[config.mk]
export PLATFORM = sky130hd
export DESIGN_NAME = vram_frame_writer
export DESIGN_NICKNAME = d
export VERILOG_FILES = /design/src/rtl/vram_frame_writer.sv
export SDC_FILE = /design/constraint.sdc
export NUM_CORES = 1
export LEC_CHECK = 0
export ABC_CLOCK_PERIOD_IN_PS = 1900
export CAP_MARGIN = 20
export CORE_UTILIZATION = 47
export DETAILED_ROUTE_END_ITERATION = 10
export PLACE_DENSITY = 0.78
export SYNTH_ARGS = -nofsm -noshare
export SYNTH_HDL_FRONTEND = slang
export SYNTH_SLANG_ARGS = --single-unit
[constraint.sdc]
create_clock -name clock -period 1.9 [get_ports clock]
set_clock_uncertainty 0.15 [all_clocks]
set_input_delay 0.38 -clock clock [delete_from_list [all_inputs] [get_ports clock]]
set_output_delay 0.38 -clock clock [all_outputs]
set_load 0.02 [all_outputs]
[src/rtl/vram_frame_writer.sv]
// Streams saturated samples into VRAM, one complete DEPTH-word frame per vsync.
// Short frames are zero-padded, long frames are truncated with a sticky overflow flag.
module vram_frame_writer #(
  parameter int IN_W          = 16,
  parameter int DATA_W        = 10,
  parameter int ADDR_W        = 10,
  parameter int DEPTH         = 1024,
  parameter bit VS_ACTIVE_LOW = 1'b1
) (
  input  logic              clock,
  input  logic              reset_n,
  input  logic              vsync,
  input  logic              in_valid,
  output logic              in_ready,
  input  logic [IN_W-1:0]   in_data,
  input  logic              in_last,
  output logic              vram_we,
  output logic [ADDR_W-1:0] vram_addr,
  output logic [DATA_W-1:0] vram_data,
  output logic              frame_done,
  output logic              overflow,
  output logic [7:0]        frame_count
);

  localparam logic [ADDR_W-1:0] LAST_ADDR = ADDR_W'(DEPTH - 1);
  localparam logic [IN_W-1:0]   SAT_MAX   = IN_W'((1 << DATA_W) - 1);

  typedef enum logic [2:0] {WAIT_VS, FILL, PAD, DROP, DONE} state_t;

  state_t              state_reg, state_next;
  logic [ADDR_W-1:0]   wr_ptr_reg;
  logic                vs_meta_reg, vs_sync_reg, vs_prev_reg;
  logic                frame_start;
  logic                hs;
  logic                at_last;
  logic                wr_en;
  logic                drop_hs;
  logic [DATA_W-1:0]   wr_data;

  // vsync is asynchronous: two flops to settle it, a third to find the edge.
  always_ff @(posedge clock) begin
    if (!reset_n) begin
      vs_meta_reg <= 1'b0;
      vs_sync_reg <= 1'b0;
      vs_prev_reg <= 1'b0;
    end else begin
      vs_meta_reg <= vsync;
      vs_sync_reg <= vs_meta_reg;
      vs_prev_reg <= vs_sync_reg;
    end
  end

  assign frame_start = VS_ACTIVE_LOW ? (vs_prev_reg & ~vs_sync_reg)
                                     : (~vs_prev_reg & vs_sync_reg);
  assign hs      = in_valid & in_ready;
  assign at_last = (wr_ptr_reg == LAST_ADDR);

  always_ff @(posedge clock) begin
    if (!reset_n) state_reg <= WAIT_VS;
    else          state_reg <= state_next;
  end

  always_comb begin
    state_next = state_reg;
    case (state_reg)
      WAIT_VS: if (frame_start) state_next = FILL;
      FILL: begin
        if (hs) begin
          if (in_last)      state_next = at_last ? DONE : PAD;
          else if (at_last) state_next = DROP;
        end
      end
      PAD:     if (at_last) state_next = DONE;
      DROP:    if (hs && in_last) state_next = DONE;
      DONE:    state_next = WAIT_VS;
      default: state_next = WAIT_VS;
    endcase
  end

  // in_ready depends on the state register only, never on in_valid.
  always_comb begin
    in_ready = (state_reg == FILL) || (state_reg == DROP);
    wr_en    = ((state_reg == FILL) && hs) || (state_reg == PAD);
    drop_hs  = (state_reg == DROP) && hs;
    wr_data  = '0;
    if (state_reg == FILL)
      wr_data = (in_data > SAT_MAX) ? DATA_W'(SAT_MAX) : in_data[DATA_W-1:0];
  end

  always_ff @(posedge clock) begin
    if (!reset_n) begin
      wr_ptr_reg  <= '0;
      vram_we     <= 1'b0;
      vram_addr   <= '0;
      vram_data   <= '0;
      frame_done  <= 1'b0;
      overflow    <= 1'b0;
      frame_count <= '0;
    end else begin
      vram_we    <= wr_en;
      frame_done <= (state_reg == DONE);
      if (wr_en) begin
        vram_addr <= wr_ptr_reg;
        vram_data <= wr_data;
      end
      if ((state_reg == WAIT_VS) && frame_start) wr_ptr_reg <= '0;
      else if (wr_en)                          wr_ptr_reg <= wr_ptr_reg + ADDR_W'(1);
      if (state_reg == DONE) frame_count <= frame_count + 8'd1;
      if (drop_hs)           overflow    <= 1'b1;
    end
  end

endmodule
==> reports/results.txt <==
Synthesis warning total -> 0
Post-CTS setup buffer count -> 0
Cell variety after synth -> 38
Hold bufs inserted after CTS -> 0
DRC -> 0
Number of flops mapped to enable cells by yosys -> 0
Die height -> 66.4 um
Maximum level of the CTS H-tree -> 2
Core occupancy in the finished layout -> 0.691
Root buffer cell -> sky130_fd_sc_hd__clkbuf_8
Endpoints failing hold -> 0
Clock slew at reported path FFs -> 0.08 ns
Cell taking the most area after synthesis -> sky130_fd_sc_hd__dfxtp_1
Number of buffers inserted during clock tree synthesis -> 5
Net count reported at finish -> 321
Worst hold-check path type -> reg -> reg
WP buf/inv -> 1
Type of the worst setup path -> reg -> out
Wire length per cell -> 13.1 um
Sort of element at the start of the critical path -> flop
Global-route total usage across every layer -> 0.216
Total vias in the final route -> 1816
Area inside the core boundary -> 4000 um2
Area occupied by multi-input gates -> 941 um2
Transition at the pin with the smallest max-transition slack -> 0.477 ns
Routed vias/inst -> 5.20
Outcome -> complete, no violations
Number of DRC violations after detailed-routing iteration 0 -> 56
Unrepaired setup endpoints after global routing -> false
Proportion of layout cells with a drive suffix above 1 -> 0.127
Net count of the mapped netlist -> 251
IO Pins -> 53
Number of antenna violations at the first check in global routing -> 0
Max transition margin -> 0.674
Number of synthesized register bits -> 47
Weighted congestion at the end of routability-driven global placement -> 0.922
Initial standard-cell utilization of the core -> 0.488
Register area -> 942 um2
Crit path capture type -> output port
Largest cells by area after synthesis -> sky130_fd_sc_hd__dfxtp_1 (48%), sky130_fd_sc_hd__nand2_1 (8.5%), sky130_fd_sc_hd__a21oi_1 (7.2%), sky130_fd_sc_hd__o21ai_0 (3.3%), sky130_fd_sc_hd__nor2_1 (3.1%)
FFs w/ async S/R, synth -> 0
Static Leak -> 0.00106 uW
Area Growth Syn to Fin -> 41.7%
Commonest register cell after synthesis -> sky130_fd_sc_hd__dfxtp_1
Cell at the slowest stage of the critical path -> sky130_fd_sc_hd__clkdlybuf4s50_1
Count of standard-cell rows -> 23
Syn Inst Count -> 228
Number of inserted diodes -> 0
Final critical-path required period -> 1.86 ns
Setup violations, final -> 0
First-pass GRT wire length -> 7160 um
Sequential element share of the synthesized area -> 0.482
Via count of the first global-routing pass -> 1685
Average instance area after synthesis -> 8.56 um2
Estimated wirelength of the detail-placed design -> 3240 um
FILL cells -> 340
Post-synthesis cell area -> 1950 um2
Cell chain of the critical path -> clkdlybuf4s50_1
Later-pin clock latency in the skew report -> 0.30 ns
Maximum single-stage delay on the critical path -> 0.63 ns
Number of clock sinks -> 47
Number of nets still failing antenna checks after routing -> 0
Max frequency -> 538 MHz
CTS-repair resized insts -> 2
Port Buffer Count -> 52
Peak supply drop -> 0.731 mV
Final worst path period share -> 0.978
Arrival time of data at the critical path endpoint -> 1.33 ns
Maximum count of clock buffers along a single path -> 2
Max-slew violation total from the final report -> 0
Die Footprint -> 4410 um2
Critical Path RT -> 1.37 ns
First-pass iteration count of the detailed router -> 4
TritonCTS clock tree -> yes
Crit-path max FO -> 4
Power, Total -> 2490 uW
Die X -> 66.4 um
Gr ovfl total -> 0
Top cell type's share of synthesized area -> 0.482
Maximum number of pins on one net before global-route repair -> 26
Largest delay contributor family on the critical path -> buffers and inverters
Number of max-cap violations -> 0
Ratio of total power to cell area -> 902 nW/um2
Total wire length after detailed routing -> 4580 um
[logic make-up after synthesis]
| kind of cell | after synthesis | share of synthesized area |
|---|---|---|
| xor+xnor | 11 | 0.0494 |
| simple gates | 93 | 0.239 |
| compound gates | 54 | 0.158 |
| mux | 3 | 0.0154 |
| buf+inv | 18 | 0.0436 |
| flops | 47 | 0.482 |
| fa+ha+maj | 2 | 0.0128 |
[layer usage]
| metal | GRT usage | vias to the layer above | wire length, um |
|---|---|---|---|
| met5 | 0 | - | 0 |
| met4 | 0.109 | 0 | 93 |
| met3 | 0.0500 | 9 | 230 |
| met2 | 0.367 | 48 | 2280 |
| met1 | 0.252 | 843 | 1980 |
| li1 | - | 916 | - |
[cells in the mapped netlist (all sizes together) (2+ instances only)]
library cell,count
dfxtp,47
nand2,44
a21oi,28
nor2,16
o21ai,13
clkbuf,8
and2,6
inv,6
xnor2,6
xor2,5
buf,4
nand3,4
nand4,4
and3,3
mux2i,3
nor2b,3
o31ai,3
or4,3
a2111oi,2
a211oi,2
ha,2
[metrics by stage]
step	cell area (um2)	hold WS (ns)	cells	TNS (ns)	setup WS, ns
after detailed placement	2660	0.271	341	-1.80	-0.285
after floorplan	1950	0.262	228	0	0.0955
final	2770	0.287	349	0	0.0419
after CTS	2740	0.290	349	0	0.0184
after global routing	2770	0.311	349	0	0.000785
after global placement	2660	0.268	341	-1.42	-0.235
[placed cells by master (no fill, tap or decap), types with 2 or more instances in the layout]
master                            count
sky130_fd_sc_hd__a211oi_1             2
sky130_fd_sc_hd__nand3_1              4
sky130_fd_sc_hd__a21oi_1             28
sky130_fd_sc_hd__mux2i_1              3
sky130_fd_sc_hd__xor2_1               5
sky130_fd_sc_hd__and2_1               6
sky130_fd_sc_hd__nor2_1              16
sky130_fd_sc_hd__dfxtp_1             46
sky130_fd_sc_hd__o31ai_1              3
sky130_fd_sc_hd__and3_1               3
sky130_fd_sc_hd__nor2b_1              3
sky130_fd_sc_hd__dlymetal6s2s_1       3
sky130_fd_sc_hd__nand4_1              4
sky130_fd_sc_hd__ha_1                 2
sky130_fd_sc_hd__inv_1                6
sky130_fd_sc_hd__a2111oi_0            2
sky130_fd_sc_hd__clkdlybuf4s50_1     48
sky130_fd_sc_hd__o21ai_0             13
sky130_fd_sc_hd__nand2_1             44
sky130_fd_sc_hd__clkbuf_8             5
sky130_fd_sc_hd__or4_1                3
sky130_fd_sc_hd__xnor2_1              6
sky130_fd_sc_hd__buf_4               22
[power breakdown]
| group | internal, uW | total (uW) | switching (uW) |
|---|---|---|---|
| Sequential | 1070 | 1120 | 58.5 |
| Clock | 257 | 583 | 326 |
| Combinational | 382 | 786 | 405 |
| Total | 1700 | 2490 | 789 |
[area by class of cell]
| class | count | share of cell area |
|---|---|---|
| Sequential cell | 47 | 0.341 |
| Multi-Input combinational cell | 163 | 0.340 |
| Tap cell | 50 | 0.0226 |
| Timing Repair Buffer | 75 | 0.257 |
| Clock inverter | 2 | 0.00452 |
| Clock buffer | 6 | 0.0262 |
| Inverter | 6 | 0.00814 |
[path summary, 6_finish.rpt]
check                  from        endpoint  slack, ns  depth (start not counted)
max          frame_count[3]  frame_count[3]       0.04                          1
min             vs_meta_reg     vs_sync_reg       0.29                          1
max reg2reg    state_reg[1]   wr_ptr_reg[5]       0.10                          4
min reg2reg     vs_meta_reg     vs_sync_reg       0.29                          1
No activity file was read; power rests on OpenSTA's default activity.
